### src/rtl/fetch_unit_param_pkg.sv
// Shared constants and helpers for the parametrised fetch stage.
package fetch_unit_param_pkg;

  localparam int INST_WIDTH = 32;
  localparam logic [INST_WIDTH-1:0] LNOP_ENCODING = 32'h0020_0000;

  typedef logic [INST_WIDTH-1:0] inst_t;

  // Index width that stays legal (>= 1 bit) for single-entry dimensions.
  function automatic int index_width(input int n);
    return (n > 1) ? $clog2(n) : 1;
  endfunction

endpackage

### src/rtl/fetch_unit_param_queue.sv
// Circular FIFO holding fetched bundles; flush wins over push/pop.
module fetch_queue
  import fetch_unit_param_pkg::*;
#(
  parameter int WIDTH = 8,
  parameter int DEPTH = 4
) (
  input  logic                   clock,
  input  logic                   reset,
  input  logic                   flush,
  input  logic                   push,
  input  logic [WIDTH-1:0]       push_data,
  input  logic                   pop,
  output logic [WIDTH-1:0]       head,
  output logic [$clog2(DEPTH):0] count,
  output logic                   full,
  output logic                   empty
);

  localparam int PW = index_width(DEPTH);
  localparam int CW = $clog2(DEPTH) + 1;

  logic [WIDTH-1:0] storage [DEPTH];
  logic [PW-1:0]    rd_ptr;
  logic [PW-1:0]    wr_ptr;
  logic             pop_ok;

  assign empty  = (count == '0);
  assign full   = (count == CW'(DEPTH));
  assign pop_ok = pop && !empty;
  assign head   = storage[rd_ptr];

  // Pointers wrap naturally because DEPTH is a power of two.
  always_ff @(posedge clock or negedge reset) begin
    if (!reset) begin
      rd_ptr <= '0;
      wr_ptr <= '0;
      count  <= '0;
    end else if (flush) begin
      rd_ptr <= '0;
      wr_ptr <= '0;
      count  <= '0;
    end else begin
      if (push)   wr_ptr <= wr_ptr + PW'(1);
      if (pop_ok) rd_ptr <= rd_ptr + PW'(1);
      if (push && !pop_ok)      count <= count + CW'(1);
      else if (pop_ok && !push) count <= count - CW'(1);
    end
  end

  always_ff @(posedge clock) begin
    if (push && !flush) storage[wr_ptr] <= push_data;
  end

endmodule

### src/rtl/fetch_unit_param.sv
// Fetch stage: block-aligned imem requests, epoch-tagged responses, buffered
// hand-off to decode with LNOP masking of slots before a redirect target.
module fetch_unit_param
  import fetch_unit_param_pkg::*;
#(
  parameter int                  ISSUE_WIDTH = 2,
  parameter int                  IMEM_BYTES  = 2048,
  parameter int                  PC_WIDTH    = 32,
  parameter int                  FIFO_DEPTH  = 4,
  parameter logic [PC_WIDTH-1:0] RESET_PC    = '0
) (
  input  logic                            clock,
  input  logic                            reset,
  input  logic                            redirect_valid,
  input  logic [PC_WIDTH-1:0]             redirect_pc,
  output logic                            imem_req,
  output logic [$clog2(IMEM_BYTES)-1:0]   imem_addr,
  input  logic [INST_WIDTH*ISSUE_WIDTH-1:0] imem_rdata,
  output logic                            out_valid,
  input  logic                            out_ready,
  output logic [PC_WIDTH-1:0]             out_pc,
  output logic [INST_WIDTH*ISSUE_WIDTH-1:0] out_inst,
  output logic [ISSUE_WIDTH-1:0]          out_slot_valid
);

  localparam int FB = 4 * ISSUE_WIDTH;
  localparam int AW = $clog2(IMEM_BYTES);
  localparam int SW = index_width(ISSUE_WIDTH);
  localparam int CW = $clog2(FIFO_DEPTH) + 1;
  localparam int OW = CW + 1;
  localparam logic [PC_WIDTH-1:0] ALIGN_MASK = ~PC_WIDTH'(FB - 1);
  localparam logic [AW-1:0]       FB_STEP    = AW'(FB);

  typedef struct packed {
    logic [PC_WIDTH-1:0]           pc;
    inst_t [ISSUE_WIDTH-1:0]       inst;
    logic [ISSUE_WIDTH-1:0]        mask;
  } fetch_bundle_t;

  logic [PC_WIDTH-1:0] fetch_pc;
  logic                epoch;
  logic [SW-1:0]       pending_start;
  logic [SW-1:0]       redirect_start;
  logic [AW-1:0]       next_addr;
  logic                inflight;
  logic                tag_epoch;
  logic [SW-1:0]       tag_start;
  logic [PC_WIDTH-1:0] tag_pc;
  logic [CW-1:0]       q_count;
  logic                q_full;
  logic                q_empty;
  logic                push;
  logic                pop;
  fetch_bundle_t       resp_bundle;
  fetch_bundle_t       head;

  assign redirect_start = SW'((redirect_pc >> 2) & PC_WIDTH'(ISSUE_WIDTH - 1));
  assign next_addr      = fetch_pc[AW-1:0] + FB_STEP;

  // Counting the in-flight slot guarantees every response has room in the queue.
  assign imem_req  = reset && !redirect_valid &&
                     ((OW'(q_count) + OW'(inflight)) < OW'(FIFO_DEPTH));
  assign imem_addr = reset ? fetch_pc[AW-1:0] : '0;

  always_ff @(posedge clock or negedge reset) begin
    if (!reset) begin
      fetch_pc      <= RESET_PC & ALIGN_MASK;
      epoch         <= 1'b0;
      pending_start <= '0;
      inflight      <= 1'b0;
      tag_epoch     <= 1'b0;
      tag_start     <= '0;
      tag_pc        <= '0;
    end else begin
      inflight <= imem_req;
      if (redirect_valid) begin
        epoch         <= ~epoch;
        fetch_pc      <= redirect_pc & ALIGN_MASK;
        pending_start <= redirect_start;
      end else if (imem_req) begin
        fetch_pc      <= PC_WIDTH'(next_addr);
        tag_pc        <= fetch_pc;
        tag_epoch     <= epoch;
        tag_start     <= pending_start;
        pending_start <= '0;
      end
    end
  end

  // Slot s lives in packed element ISSUE_WIDTH-1-s so slot 0 lands in the MSBs.
  always_comb begin
    resp_bundle    = '0;
    resp_bundle.pc = tag_pc;
    for (int j = 0; j < ISSUE_WIDTH; j++) begin
      resp_bundle.mask[j] = (ISSUE_WIDTH - 1 - j) >= int'(tag_start);
      resp_bundle.inst[j] = resp_bundle.mask[j] ? imem_rdata[INST_WIDTH*j +: INST_WIDTH]
                                                : LNOP_ENCODING;
    end
  end

  assign push      = inflight && (tag_epoch == epoch) && !redirect_valid && (!q_full || pop);
  assign out_valid = !q_empty && !redirect_valid;
  assign pop       = out_valid && out_ready;

  fetch_queue #(
    .WIDTH ($bits(fetch_bundle_t)),
    .DEPTH (FIFO_DEPTH)
  ) u_fetch_queue (
    .clock     (clock),
    .reset     (reset),
    .flush     (redirect_valid),
    .push      (push),
    .push_data (resp_bundle),
    .pop       (pop),
    .head      (head),
    .count     (q_count),
    .full      (q_full),
    .empty     (q_empty)
  );

  assign out_pc         = q_empty ? '0 : head.pc;
  assign out_inst       = q_empty ? '0 : head.inst;
  assign out_slot_valid = q_empty ? '0 : head.mask;

endmodule

### config.mk
export PLATFORM = sky130hd
export DESIGN_NAME = fetch_unit_param
export DESIGN_NICKNAME = d
export VERILOG_FILES = /design/src/rtl/fetch_unit_param_pkg.sv /design/src/rtl/fetch_unit_param_queue.sv /design/src/rtl/fetch_unit_param.sv
export SDC_FILE = /design/constraint.sdc
export NUM_CORES = 1
export LEC_CHECK = 0
export ABC_AREA = 0
export CORE_AREA = 2 2 204 206
export DETAILED_ROUTE_END_ITERATION = 12
export DIE_AREA = 0 0 206 208
export DONT_BUFFER_PORTS = 1
export GPL_TIMING_DRIVEN = 0
export PLACE_DENSITY = 0.61
export RECOVER_POWER = 100
export SLEW_MARGIN = 20
export SYNTH_ARGS = -nofsm -noshare
export SYNTH_HDL_FRONTEND = slang
export SYNTH_SLANG_ARGS = --single-unit
### constraint.sdc
create_clock -name clock -period 3.6 [get_ports clock]
set_input_delay 0.72 -clock clock [delete_from_list [all_inputs] [get_ports clock]]
set_output_delay 0.72 -clock clock [all_outputs]
set_load 0.01 [all_outputs]
[After elaboration in Yosys (flattened, before gate mapping)]
Memories as Yosys holds them, arrays and structs flattened.
Cells that the tools add are included.
Storage, ports and cells
  bits in registers: 76
  bits in writable memories: 388
  output and inout bits: 111
  word-level logic and storage cells: 64
  memories: 1
Cells by class
  add/sub/neg operators: 6
  $lt $le $gt $ge: 2
  equality and inequality tests: 2
  multiplexer cells: 18
  bitwise operators: 2
  reductions and logical operators: 23
Memory list
  u_fetch_queue.storage: words 4, width 97, read ports 1, clocked after Yosys merged registers in 0, write ports 1, RTL line fetch_unit_param_queue.sv:23  | logic [WIDTH-1:0] storage [DEPTH];
Operators by type and width (number)
  2-to-1 mux 32 bit: 4
  2-to-1 mux 64 bit: 1
  adder 11 x 4 -> 11 bit (second input constant): 1
  logical AND 1 bit: 11
  2-to-1 mux 11 bit: 1
  2-to-1 mux 2 bit: 5
  2-to-1 mux 3 bit: 3
  nonzero test 2 bit: 3
  logical NOT 1 bit: 5
  adder 2 x 1 -> 2 bit (second input constant): 2
  adder 3 x 1 -> 4 bit: 1
  < comparator 4 x 3 -> 1 bit (second input constant): 1
  2-to-1 mux 1 bit: 4
  adder 3 x 1 -> 3 bit (second input constant): 1
  equality test 3 bit (second input constant): 1
  logical NOT 3 bit: 1
  nonzero test 3 bit: 1
  subtractor 3 x 1 -> 3 bit (second input constant): 1
  NOT 1 bit: 2
  AND reduction 2 bit: 1
  equality test 1 bit: 1
  >= comparator 1 bit (first input constant): 1
  logical OR 1 bit: 1

[Longest topological paths before layout]
  depth after elaboration: 11
  depth in mapped cells: 9
  depth with buffers taken out: 8

[Modules after synthesis]
A second synthesis with hierarchy kept.
Second synthesis, totals
  cells, all modules: 990
  area, all modules: 18157.4 sq um
By module, submodules not included
  fetch_queue: times used 1, cells each 563, area an instance 14615.3 sq um, seq. area each 11946.5 sq um
  fetch_unit_param: times used 1, cells each 427, area an instance 3542.1 sq um, seq. area each 1576.5 sq um

[Worst setup path before layout]
No wires, ideal clock.
  kind: input to register
  from: input redirect_valid
  to: memory u_fetch_queue.storage[0][0] (netlist name) (enable)
  library setup time: 0.463 ns
  arrival time: 3.662 ns
  required time: 3.137 ns
  slack: -0.526 ns
  stages: 4
  buffers on the path: 1
  cells stage by stage: buf_6 -> nand2b_1 -> a311oi_2 -> and2_1
Between the ends
  longest elaborated chain between the ends: 8
Ends and longest elaborated chain
  start: declaration: RTL line fetch_unit_param.sv:14  | input logic redirect_valid,
  logical NOT 1 bit *: RTL line fetch_unit_param_queue.sv:52, fetch_unit_param.sv:101, fetch_unit_param.sv:102
  logical AND 1 bit: RTL line fetch_unit_param.sv:102  | assign out_valid = !q_empty && !redirect_valid;
  logical AND 1 bit: RTL line fetch_unit_param.sv:103  | assign pop = out_valid && out_ready;
  logical OR 1 bit: RTL line fetch_unit_param.sv:101  | assign push = inflight && (tag_epoch == epoch) && !redirect_valid && (!q_full || pop);
  logical AND 1 bit: RTL line fetch_unit_param.sv:101
  logical AND 1 bit *: RTL line fetch_unit_param_queue.sv:52  | if (push && !flush) storage[wr_ptr] <= push_data;
  2-to-1 mux 1 bit *: RTL line fetch_unit_param_queue.sv:52
  2-to-1 mux 1 bit (implied by the code) *: RTL line fetch_unit_param_queue.sv:52
  end: declaration: RTL line fetch_unit_param_queue.sv:23
Mark *: on every way between the ends. The rest lies on a longest branch, timed or not.

[Worst setup path in the final report]
  from: register u_fetch_queue.rd_ptr[1]
  to: output out_inst[34]
Between the ends
  longest elaborated chain between the ends: 2
Ends and longest elaborated chain
  start: declaration: RTL line fetch_unit_param_queue.sv:24  | logic [PW-1:0] rd_ptr;
  start signal: assignment: RTL line fetch_unit_param_queue.sv:45  | if (pop_ok) rd_ptr <= rd_ptr + PW'(1);
  memory read (4 x 97 bit)
  2-to-1 mux 64 bit: RTL line fetch_unit_param.sv:122  | assign out_inst = q_empty ? '0 : head.inst;
  end: declaration: RTL line fetch_unit_param.sv:22  | output logic [INST_WIDTH*ISSUE_WIDTH-1:0] out_inst,
No other way between the ends.

==> impl_metrics.py <==
metrics = {
    "sta": {
        "min_period_ns": 3.30,
        "tightest_slew_ns": 1.84,
        "worst_slack_ns": 0.299,
        "setup_tns_ns": 0,
        "holdWs_ns": 0.246,
        "drv_slew": 71,
        "hold_viol": 0,
        "rsz0062_at_grt": "no",
        "setup_viol": 0,
        "clock.fmax_ghz": 0.303,
        "max-slew-margin-rel_pct": -22.6,
        "fin_skew_ns": 0.0210,
        "fin_crit_sh_pct": 91.7,
    },
    "floorplanning": {
        "row_count": 74,
        "start_util_pct": 43.5,
        "fp.dieW_microns": 206,
        "fp.dieArea_sq_um": 42800,
        "io_pins": 211,
        "die_h_microns": 208,
        "core_region_area_sq_um": 40600,
    },
    "yosys": {
        "synth_edf_count": 376,
        "ys_warn_count": 0,
        "synth_top_area_cell": "edfxtp_1",
        "synthTopCellsByArea": "edfxtp_1 (64%), mux4_2 (12%), dfrtp_1 (9.9%)",
        "yosys_register_bits": 446,
        "ys_seq_area_share_pct": 73.9,
        "synth-main-ff-cell": "edfxtp_1",
        "synthCells": 993,
        "netlist_area_sq_um": 17600,
        "synth_cell_types": 50,
        "synth_top_area_share_pct": 64.0,
        "syn_area_per_cell_sq_um": 17.8,
        "async_flop_share_pct": 15.7,
    },
    "drt": {
        "vias": 8600,
        "antenna_left": 0,
        "wl_per_cell_microns": 22.4,
        "vias_per_cell": 5.30,
        "routed_wl_microns": 36400,
        "first_pass_iters": 5,
        "route.detailed.drc": 0,
        "drtIter0Drc": 487,
    },
    "worst_hold_path": {
        "hp-class": "input pin to register",
    },
    "worst_setup_path": {
        "r2r_end": "u_fetch_queue.storage[0][58]",
        "cp.arrival_ns": 2.58,
        "reg2reg_from": "u_fetch_queue.count[0]",
        "critPathKind": "register to output pin",
        "endpoint_kind": "output pin",
        "regToRegSetupSlack_ns": 0.40,
        "rr_worst_depth": 4,
        "critPathRequiredTime_ns": 2.88,
        "cp-start-kind": "register",
        "crit_start": "u_fetch_queue.rd_ptr[1]",
        "worstPathMaxFanout": 10,
        "crit_end": "out_inst[34]",
    },
    "outcome": {
        "violations": "max-capacitance violations, max-slew violations",
        "status": "finished with violations",
    },
    "place": {
        "dp_hpwl_microns": 22900,
        "dp_slack_ns": 0.476,
        "portBuffers": 0,
        "gp_congestion": 0.787,
        "placed_area_sq_um": 18500,
    },
    "cts": {
        "cts_setup_buffers": 0,
        "htreeDepth": 2,
        "cts.clk_slew.worst_paths_ns": 0.06,
        "clk_path_buf_depth": 3,
        "cts_tree": "yes",
        "clockRootBuffer": "clkbuf_16",
        "worstSkewPairLatency_ns": 0.58,
        "cts_sinks": 446,
        "numCtsBuffers": 47,
    },
    "cells_and_area": {
        "syn_to_final_growth_pct": 12.9,
        "drive_gt1_share_pct": 19.0,
        "antenna_cells": 0,
        "fin_area_sq_um": 19900,
        "final_nets": 1162,
    },
    "power_and_ir_drop": {
        "leakagePower_nw": 6.71,
        "powerDensity_nw_per_um2": 728,
        "vdd_drop_max_mv": 0.362,
    },
    "global_route": {
        "track_usage_pct": 17.5,
        "grt_pass1_wl_microns": 56000,
        "grt_overflow_total": 0,
        "grt_pass1_vias": 9233,
        "grt_start_max_net_pins": 71,
        "antenna_found_initial": 0,
    },
    "flow_run": {
        "drv_cap": 1,
    },
}
==> worst max-delay path: stages (launching register included) <==
cell	delay (ns)
dfrtp_1	0.31
clkbuf_1	0.27
buf_2	0.43
clkbuf_2	0.39
mux4_2	0.37
and2_0	0.23
==> state kept, by name, indices dropped and copies added (netlist names) <==
signal and count:
tag_pc 29, fetch_pc 29, tag_epoch 1, epoch 1
tag_start 1, u_fetch_queue.count 3, pending_start 1, u_fetch_queue.wr_ptr 2
inflight 1, u_fetch_queue.storage 376, u_fetch_queue.rd_ptr 2
==> placed cells by master, fill, tap and decap left out, drive strengths merged, types with 3 or more instances in the layout <==
cell type,n
o21ai,27
nor3,5
a21o,3
a221o,3
bufinv,4
conb,6
nand3,7
edfxtp,376
nor2,10
ha,5
clkbuf,102
inv,13
a32oi,3
a211oi,3
mux4,94
buf,28
and2,107
nand2,140
dfrtp,70
nor4,3
clkinv,15
xor2,4
nor2b,32
==> cells in the mapped netlist, types with 5 or more instances <==
master and n:
dfrtp_1 70, edfxtp_1 376, buf_6 7, nor3_1 5
mux4_2 94, o21ai_0 27, and2_1 107, nand3_1 6
inv_1 8, clkbuf_1 25, ha_1 5, nor2_1 10
nand2_1 140, nor2b_1 32, buf_4 6, buf_2 23
==> area by class of cell <==
class	instances	area (sq um)
Clock buffer	59	1260
Clock inverter	25	240
Timing Repair Buffer	9	109
Fill cell	3411	20600
Multi-Input combinational cell	481	4230
Buffer	62	327
Sequential cell	446	13000
Inverter	9	33.8
Tap cell	532	666
==> routing by layer <==
| layer | global-route usage (%) | wire length, microns | vias to the layer above |
|---|---|---|---|
| met5 | 0 | 0 | - |
| met4 | 5.25 | 904 | 0 |
| met3 | 5.15 | 2700 | 60 |
| met2 | 27.9 | 17700 | 231 |
| met1 | 23.3 | 15100 | 4437 |
| li1 | - | - | 3872 |
==> metrics by stage <==
stage                     total power, mW  utilization, %  instances
final                                14.5            49.1       1623
after global routing                 15.2            49.1       1623
after CTS                            14.9            49.5       1623
after detailed placement             10.1            45.7       1538
after global placement               10.0            45.2       1530
after floorplan                      9.06               -        998
==> timing repair <==
action,in CTS,in global routing
endpoints found under the setup margin,0,0
gates resized for setup,0,0
hold endpoints to repair,70,0
hold buffers,1,0
==> where the power goes <==
group | switching, mW | leakage (nW) | internal, mW | total [mW]
clock | 1.94 | 0.735 | 2.77 | 4.71
combinational | 2.06 | 1.68 | 1.30 | 3.36
sequential | 0.252 | 4.29 | 6.17 | 6.42
==> cells by family (layout without fill, tap and decap cells) <==
family                   after synthesis  after routing  share of synthesized area [%]
AO/OA/AOI/OAI                         54             54                           2.05
multiplexers                          95             95                           12.1
XOR/XNOR                               6              6                          0.341
adder cells (fa/ha/maj)                6              6                          0.468
other                                  1              6                         0.0213
AND/OR/NAND/NOR                      314            314                           9.03
buffers and inverters                 71            164                           2.10
flip-flops                           446            446                           73.9
==> worst min-delay path by stage <==
stage / from / endpoint / cells past startpoint / slack [ns]
after floorplan: reset / epoch / 0 / 0.42
after global placement: reset / fetch_pc[21] / 0 / 0.43
after detailed placement: reset / fetch_pc[21] / 0 / 0.43
after CTS: reset / tag_pc[30] / 1 / 0.01
after global routing: imem_rdata[9] / u_fetch_queue.storage[3][10] / 0 / 0.20
final: imem_rdata[27] / u_fetch_queue.storage[3][28] / 0 / 0.25
(Power assumes the default switching activity.)
